**config.mk**
```make
export PLATFORM = sky130hd
export DESIGN_NAME = alu_serial_seq_flat
export DESIGN_NICKNAME = d
export VERILOG_FILES = /design/src/rtl/alu_serial_seq_if.sv /design/src/rtl/alu_serial_seq.sv /design/src/flat_wrapper.sv
export SDC_FILE = /design/constraint.sdc
export NUM_CORES = 1
export LEC_CHECK = 0
export CORE_UTILIZATION = 45
export CTS_CLUSTER_SIZE = 8
export DETAILED_ROUTE_END_ITERATION = 12
export PLACE_DENSITY = 0.76
export SETUP_SLACK_MARGIN = 0.15
export SYNTH_ARGS = -nofsm -noshare
export SYNTH_HDL_FRONTEND = slang
export SYNTH_SLANG_ARGS = --single-unit
```
**constraint.sdc**
```tcl
create_clock -name clk_i -period 5.9 [get_ports clk_i]
set_input_delay 0.59 -clock clk_i [delete_from_list [all_inputs] [get_ports clk_i]]
set_output_delay 0.59 -clock clk_i [all_outputs]
set_load 0.05 [all_outputs]
```
**src/rtl/alu_serial_seq_if.sv**
```systemverilog
// Request/response bundle for the bit-serial ALU sequencer.
// Master issues a full-width op; slave returns result and flags.
interface alu_serial_seq_if #(
  parameter int WIDTH = 32
);
  logic             start;
  logic [WIDTH-1:0] src1;
  logic [WIDTH-1:0] src2;
  logic [3:0]       ctrl;
  logic             busy;
  logic             done;
  logic [WIDTH-1:0] result;
  logic             zero;
  logic             cout;
  logic             overflow;

  modport master (
    output start, src1, src2, ctrl,
    input  busy, done, result, zero, cout, overflow
  );

  modport slave (
    input  start, src1, src2, ctrl,
    output busy, done, result, zero, cout, overflow
  );
endinterface

```
**src/rtl/alu_serial_seq.sv**
```systemverilog
// Drives one external 1-bit ALU slice LSB first, chaining its carry,
// and assembles a full-width result with zero/cout/overflow flags.
module alu_serial_seq #(
  parameter int WIDTH = 32
) (
  input  logic              clk_i,
  input  logic              rst_i,
  alu_serial_seq_if.slave   req,
  output logic              slice_src1_o,
  output logic              slice_src2_o,
  output logic              slice_less_o,
  output logic              slice_ainv_o,
  output logic              slice_binv_o,
  output logic              slice_cin_o,
  output logic [1:0]        slice_op_o,
  input  logic              slice_result_i,
  input  logic              slice_cout_i
);

  localparam logic [1:0] S_IDLE = 2'b00;
  localparam logic [1:0] S_RUN  = 2'b01;
  localparam logic [1:0] S_DONE = 2'b10;

  localparam int IW = $clog2(WIDTH);
  localparam logic [IW-1:0] LAST = IW'(WIDTH - 1);

  logic [1:0]       state;
  logic [IW-1:0]    idx;
  logic             carry_q;
  logic [WIDTH-1:0] a_q;
  logic [WIDTH-1:0] b_q;
  logic [WIDTH-2:0] sh_q;
  logic             ainv_q;
  logic             binv_q;
  logic [1:0]       op_q;
  logic             slt_q;
  logic             ovf_en_q;
  logic             cout_en_q;
  logic [WIDTH-1:0] res_q;
  logic             zero_q;
  logic             cout_q;
  logic             ovf_q;

  logic             d_ainv;
  logic             d_binv;
  logic [1:0]       d_op;
  logic             d_slt;
  logic             d_ovf_en;
  logic             d_cout_en;

  always_comb begin
    d_ainv    = 1'b0;
    d_binv    = 1'b0;
    d_op      = 2'b00;
    d_slt     = 1'b0;
    d_ovf_en  = 1'b0;
    d_cout_en = 1'b0;
    unique case (1'b1)
      (req.ctrl == 4'b0001): d_op = 2'b01;
      (req.ctrl == 4'b0010): begin
        d_op      = 2'b10;
        d_ovf_en  = 1'b1;
        d_cout_en = 1'b1;
      end
      (req.ctrl == 4'b0110): begin
        d_binv    = 1'b1;
        d_op      = 2'b10;
        d_ovf_en  = 1'b1;
        d_cout_en = 1'b1;
      end
      (req.ctrl == 4'b0111): begin
        d_binv    = 1'b1;
        d_op      = 2'b10;
        d_slt     = 1'b1;
        d_cout_en = 1'b1;
      end
      (req.ctrl == 4'b1100): begin
        d_ainv = 1'b1;
        d_binv = 1'b1;
      end
      default: ;
    endcase
  end

  logic             run;
  logic             last;
  logic             cin;
  logic             ovf_bit;
  logic             slt_bit;
  logic [WIDTH-1:0] sh_nx;
  logic [WIDTH-1:0] final_res;

  assign run  = (state == S_RUN);
  assign last = run && (idx == LAST);
  assign cin  = (idx == '0) ? binv_q : carry_q;

  // sh_nx is the assembled word once the MSB arrives
  assign sh_nx     = {slice_result_i, sh_q};
  assign ovf_bit   = cin ^ slice_cout_i;
  assign slt_bit   = slice_result_i ^ ovf_bit;
  assign final_res = slt_q ? {{(WIDTH-1){1'b0}}, slt_bit} : sh_nx;

  assign slice_src1_o = run & a_q[0];
  assign slice_src2_o = run & b_q[0];
  assign slice_less_o = 1'b0;
  assign slice_ainv_o = run & ainv_q;
  assign slice_binv_o = run & binv_q;
  assign slice_cin_o  = run & cin;
  assign slice_op_o   = run ? op_q : 2'b00;

  always_ff @(posedge clk_i) begin
    if (rst_i) begin
      state     <= S_IDLE;
      idx       <= '0;
      carry_q   <= 1'b0;
      a_q       <= '0;
      b_q       <= '0;
      sh_q      <= '0;
      ainv_q    <= 1'b0;
      binv_q    <= 1'b0;
      op_q      <= 2'b00;
      slt_q     <= 1'b0;
      ovf_en_q  <= 1'b0;
      cout_en_q <= 1'b0;
      res_q     <= '0;
      zero_q    <= 1'b0;
      cout_q    <= 1'b0;
      ovf_q     <= 1'b0;
    end else begin
      case (state)
        S_IDLE: begin
          if (req.start) begin
            state     <= S_RUN;
            idx       <= '0;
            carry_q   <= 1'b0;
            a_q       <= req.src1;
            b_q       <= req.src2;
            ainv_q    <= d_ainv;
            binv_q    <= d_binv;
            op_q      <= d_op;
            slt_q     <= d_slt;
            ovf_en_q  <= d_ovf_en;
            cout_en_q <= d_cout_en;
          end
        end
        S_RUN: begin
          a_q     <= a_q >> 1;
          b_q     <= b_q >> 1;
          sh_q    <= sh_nx[WIDTH-1:1];
          carry_q <= slice_cout_i;
          idx     <= idx + 1'b1;
          if (last) begin
            state  <= S_DONE;
            idx    <= '0;
            res_q  <= final_res;
            zero_q <= ~|final_res;
            cout_q <= cout_en_q & slice_cout_i;
            ovf_q  <= ovf_en_q & ovf_bit;
          end
        end
        S_DONE: begin
          state   <= S_IDLE;
          carry_q <= 1'b0;
        end
        default: state <= S_IDLE;
      endcase
    end
  end

  assign req.busy     = (state == S_RUN) || (state == S_DONE);
  assign req.done     = (state == S_DONE);
  assign req.result   = res_q;
  assign req.zero     = zero_q;
  assign req.cout     = cout_q;
  assign req.overflow = ovf_q;

endmodule
```
**src/flat_wrapper.sv**
```systemverilog
// flat-port wrapper written by rule: the top's interface ports become plain ports
module alu_serial_seq_flat 
#(
  parameter int WIDTH = 32
)
  (clk_i, rst_i, slice_src1_o, slice_src2_o, slice_less_o, slice_ainv_o, slice_binv_o, slice_cin_o, slice_op_o, slice_result_i, slice_cout_i, req_start, req_src1, req_src2, req_ctrl, req_busy, req_done, req_result, req_zero, req_cout, req_overflow);
  alu_serial_seq_if #(.WIDTH(WIDTH)) req_i ();
  input  logic clk_i;
  input  logic rst_i;
  output logic slice_src1_o;
  output logic slice_src2_o;
  output logic slice_less_o;
  output logic slice_ainv_o;
  output logic slice_binv_o;
  output logic slice_cin_o;
  output logic [1:0] slice_op_o;
  input  logic slice_result_i;
  input  logic slice_cout_i;
  input wire logic [$bits(req_i.start)-1:0] req_start;
  input wire logic [$bits(req_i.src1)-1:0] req_src1;
  input wire logic [$bits(req_i.src2)-1:0] req_src2;
  input wire logic [$bits(req_i.ctrl)-1:0] req_ctrl;
  output wire logic [$bits(req_i.busy)-1:0] req_busy;
  output wire logic [$bits(req_i.done)-1:0] req_done;
  output wire logic [$bits(req_i.result)-1:0] req_result;
  output wire logic [$bits(req_i.zero)-1:0] req_zero;
  output wire logic [$bits(req_i.cout)-1:0] req_cout;
  output wire logic [$bits(req_i.overflow)-1:0] req_overflow;
  assign req_i.start = req_start;
  assign req_i.src1 = req_src1;
  assign req_i.src2 = req_src2;
  assign req_i.ctrl = req_ctrl;
  assign req_busy = req_i.busy;
  assign req_done = req_i.done;
  assign req_result = req_i.result;
  assign req_zero = req_i.zero;
  assign req_cout = req_i.cout;
  assign req_overflow = req_i.overflow;
  alu_serial_seq #(.WIDTH(WIDTH)) u_core (.clk_i(clk_i), .rst_i(rst_i), .req(req_i), .slice_src1_o(slice_src1_o), .slice_src2_o(slice_src2_o), .slice_less_o(slice_less_o), .slice_ainv_o(slice_ainv_o), .slice_binv_o(slice_binv_o), .slice_cin_o(slice_cin_o), .slice_op_o(slice_op_o), .slice_result_i(slice_result_i), .slice_cout_i(slice_cout_i));
endmodule
```
# Word-level counts from Yosys, hierarchy flattened
# Index checks and enable logic that the tools add are counted.
[totals]
register_bits = 145
output_inout_bits = 45
[classes]
n_reduce_logical = 16
bitwise_logic = 9
n_mux = 21
add_sub_neg = 1
n_eq_ne = 10
[ops]
columns = ["operator", "count"]
rows = [
  ["$pmux W32 S2", 2],
  ["$mux W32", 3],
  ["$reduce_or A32 Y1", 1],
  ["$mux W5", 2],
  ["$pmux W5 S2", 1],
  ["$reduce_and A2 Y1", 5],
  ["$eq A4 B3 Y1 const B", 2],
  ["$pmux W2 S2", 2],
  ["$and A1 B1 Y1", 7],
  ["$mux W1", 7],
  ["$mux W2", 3],
  ["$reduce_or A3 Y1", 2],
  ["$add A5 B1 Y5 const B", 1],
  ["$eq A5 B5 Y1 const B", 1],
  ["$logic_not A5 Y1", 1],
  ["$eq A4 B1 Y1 const B", 1],
  ["$eq A4 B2 Y1 const B", 1],
  ["$eq A4 B4 Y1 const B", 1],
  ["$ne A2 B2 Y1 const B", 2],
  ["$pmux W1 S3", 1],
  ["$reduce_bool A3 Y1", 1],
  ["$eq A2 B1 Y1 const B", 1],
  ["$eq A2 B2 Y1 const B", 1],
  ["$logic_not A2 Y1", 1],
  ["other kinds (6)", 7],
]

# Longest topological paths before layout
[logic_depth]
depth_word = 7
depth_mapped = 9
mapped_depth_nobuf = 7

# Least setup slack after synthesis
# OpenSTA, ideal clock, no wires.
[synth_timing]
path_kind = "flip-flop to output port"
start = "register u_core.idx[0]"
end = "output slice_cin_o"
slack_ns = 3.395
required_ns = 5.310
path_buffers = 1
path_stages_with_launch = 7
arrival_time_ns = 1.915
cell_sequence = "dfxtp_1 > inv_1 > ha_1 > or4b_1 > buf_2 > mux2i_1 > nor2b_1"
[synth_between]
elab_chain_cells = 3
[synth_rtl]
columns = ["element", "line", "source"]
rows = [
  ["start: declaration", "alu_serial_seq.sv:28", "logic [IW-1:0] idx;"],
  ["start signal: assignment", "alu_serial_seq.sv:151", "idx <= idx + 1'b1;"],
  ["$logic_not A5 Y1", "alu_serial_seq.sv:95", "assign cin = (idx == '0) ? binv_q : carry_q;"],
  ["$mux W1", "alu_serial_seq.sv:95", ""],
  ["$and A1 B1 Y1", "alu_serial_seq.sv:108", "assign slice_cin_o = run & cin;"],
  ["end: declaration", "flat_wrapper.sv:15", "output logic slice_cin_o;"],
]
# No other way between the ends.

# Worst setup path in the final report
[layout_timing]
start = "register u_core.state[1]"
end = "output slice_op_o[0]"
[layout_between]
elab_chain_cells = 2
[layout_rtl]
columns = ["element", "line", "source"]
rows = [
  ["start: declaration", "alu_serial_seq.sv:27", "logic [1:0] state;"],
  ["start signal: assignment", "alu_serial_seq.sv:113", "state <= S_IDLE;"],
  ["start signal: assignment", "alu_serial_seq.sv:133", "state <= S_RUN;"],
  ["start signal: assignment", "alu_serial_seq.sv:153", "state <= S_DONE;"],
  ["$eq A2 B1 Y1", "alu_serial_seq.sv:93", "assign run = (state == S_RUN);"],
  ["$mux W2", "alu_serial_seq.sv:109", "assign slice_op_o = run ? op_q : 2'b00;"],
  ["end: declaration", "flat_wrapper.sv:16", "output logic [1:0] slice_op_o;"],
]
# No other way between the ends.

==> results.tsv <==
stage	metric	value	unit
run_status	status	completed	
yosys	avgSynthCellArea	9.23	µm²
run	cap_viol_max_count	0	
timing	timing.fmax	271	MHz
yosys	synth_ff_type	dfxtp_1	
worst_hold_path	hold_class	flop to flop	
cts	clk_pin_slew	60	ps
global_route	grtUsageMet3	6.23	%
cts	cts_max_path_buffers	2	
yosys	synth_edf_count	0	
global_route	grt.met2_usage	32.0	%
yosys	yosys_warnings	0	
floorplanning	initial_utilization	46.4	%
yosys	synth_area_leaders	dfxtp_1 47%, mux2i_1 15%, nor2_1 8.4%	
timing	period_needed	3680	ps
finish	syn2layout_area_growth	29.1	%
finish	nets	834	
place	pre_cts_ws	2480	ps
timing	fin_skew	7.66	ps
finish	stdcell_count	943	
yosys	async_flop_share	0	%
cts	post_cts_resized	0	
timing	slew_headroom	24.9	%
global_route	grt_max_degree	86	
yosys	synth_nets	751	
floorplanning	io_pins	118	
floorplanning	die_area	14200	µm²
cts	cts_setup_buffers	0	
power_and_ir_drop	irDropWorstVdd	0.000200	V
cts	htreeDepth	4	
yosys	synth_area_leader_cell	dfxtp_1	
worst_setup_path	critical_path.startpoint_type	flop	
detailed_routing	viasPerCell	5.41	
yosys	ys_seq_area_share	46.9	%
finish	layout_commonest_cell	dfxtp_1	
floorplanning	num_rows	42	
worst_setup_path	required	5310	ps
power_and_ir_drop	leakage	2.91	nW
detailed_routing	drcViolationCount	0	
place	hpwl	8860	µm
finish	layout-drive-gt1-share	5.87	%
place	place_congestion	0.737	
worst_setup_path	path_max_fanout	57	
timing	worstMarginPinSlew	1120	ps
yosys	syn_inst	671	
cts	cts_buffers	17	
timing	setup_ws	2220	ps
timing	fin_setup_tns	0	ps
floorplanning	core_area	13300	µm²
global_route	grt_pass1_wl	23300	µm
cts	clk_latency	420	ps
timing	grt_setup_unrepaired	no	
global_route	use_met1	26.5	%
timing	finalSetupViolCount	0	
floorplanning	die_x	119	µm
global_route	grt_usage	20.4	%
power_and_ir_drop	p_total	2.53	mW
detailed_routing	wl_per_cell	14.9	µm
cts	root_buffer	clkbuf_16	
yosys	synth_top_area_share	46.9	%
cts	cts_tree	yes	
worst_setup_path	worstPathArrival	3090	ps
place	placed_cells	911	
worst_setup_path	critPathKind	flop to primary output	
yosys	ys_ff_latch	145	
timing	drv_slew	0	
yosys	netlist_area	6190	µm²
detailed_routing	via_count	5097	
floorplanning	die_y	119	µm
global_route	busiest_layer	met2	
detailed_routing	drt-total-wl	14000	µm
cts	cts_sinks	145	
timing	finalHoldViolations	0	
global_route	grt_antenna_before_repair	0	
detailed_routing	firstDrtPassIters	4	
finish	final_cell_mix	145 x dfxtp_1, 139 x nor2_1, 115 x clkdlybuf4s50_1	
global_route	grt_pass1_vias	4906	
cts	ctsHoldBuffers	0	
detailed_routing	ant_nets	0	
finish	antennaDiodeCount	0	
yosys	synth_cell_types	43	
detailed_routing	dr.first_iter.drc_count	308	
timing	fin_crit_sh	62.4	%
power_and_ir_drop	p_per_area	316	nW/µm²
worst_setup_path	cp-end-kind	primary output	
global_route	overflow	0	
place	io_buffers	116	
==> path summary, 6_finish.rpt <==
| path | from | endpoint | slack (ps) | cells after the start |
|---|---|---|---|---|
| max | u_core.state[1] | slice_op_o[0] | 2220 | 5 |
| min | u_core.req.overflow | u_core.req.overflow | 460 | 2 |
| max reg2reg | u_core.state[1] | u_core.req.result[8] | 2440 | 7 |
| min reg2reg | u_core.req.overflow | u_core.req.overflow | 460 | 2 |
==> cells in the mapped netlist (2+ instances only) <==
master / number
xor2_1: 2
a32oi_1: 2
nor4_1: 8
nor3_1: 6
dfxtp_1: 145
mux2i_1: 94
a211oi_1: 62
nand2_1: 11
and2_1: 7
buf_2: 24
nand3_1: 4
clkbuf_1: 26
nand2b_1: 4
buf_4: 4
buf_1: 3
nor2_1: 139
nand4_1: 5
ha_1: 7
a21oi_1: 49
o21ai_0: 4
nor3b_1: 33
o21ai_1: 2
inv_1: 5
nor2b_1: 6
==> flip-flops by register name, summed over array words and instances, names as in the netlist, 2 cells and up <==
register,cells
u_core.sh_q,31
u_core.state,2
u_core.idx,5
u_core.op_q,2
u_core.req.result,32
u_core.a_q,32
u_core.b_q,32
==> power by group <==
part,internal (mW),switching (mW)
clock network,0.719,0.414
logic,0.148,0.173
registers,1.04,0.0328
==> layout make-up <==
class | count | area (µm²)
inverters | 5 | 18.8
fillers | 1146 | 5350
clock buffers | 19 | 443
multi-input cells | 463 | 3020
well taps | 176 | 220
flip-flops and latches | 145 | 2900
clock inverters | 13 | 185
repair buffers | 122 | 1200
==> per-stage QoR <==
stage	cell area (µm²)	hold WS, ps	utilization (%)
finish	7990	456	59.9
floorplan	6190	427	-
global route	7990	481	59.9
detailed placement	7370	452	55.2
CTS	7990	460	59.9
global placement	7370	436	55.2
==> kinds of logic after synthesis <==
| logic type | Yosys count | share of synthesized area [%] |
|---|---|---|
| other | 1 | 0.0606 |
| muxes | 94 | 15.2 |
| and+or+nand+nor | 231 | 18.0 |
| AOI/OAI and AO/OA | 127 | 13.4 |
| adders and majority gates | 7 | 1.41 |
| DFF | 145 | 46.9 |
| xor gates and xnor gates | 3 | 0.424 |
| buffers and inverters | 63 | 4.67 |
==> layer usage <==
metal / vias to the layer above / routed length, µm
met4: 0 / 209
met1: 2431 / 6650
met5: - / 0
met3: 17 / 874
met2: 120 / 6300
li1: 2529 / -
==> worst max-delay path, cell delays in order (launching register included) <==
cell             delay, ps
dfxtp_1                340
inv_1                  120
ha_4                   760
buf_4                  420
and2_1                 170
clkdlybuf4s50_1        830
No activity file was read; power rests on OpenSTA's default activity.
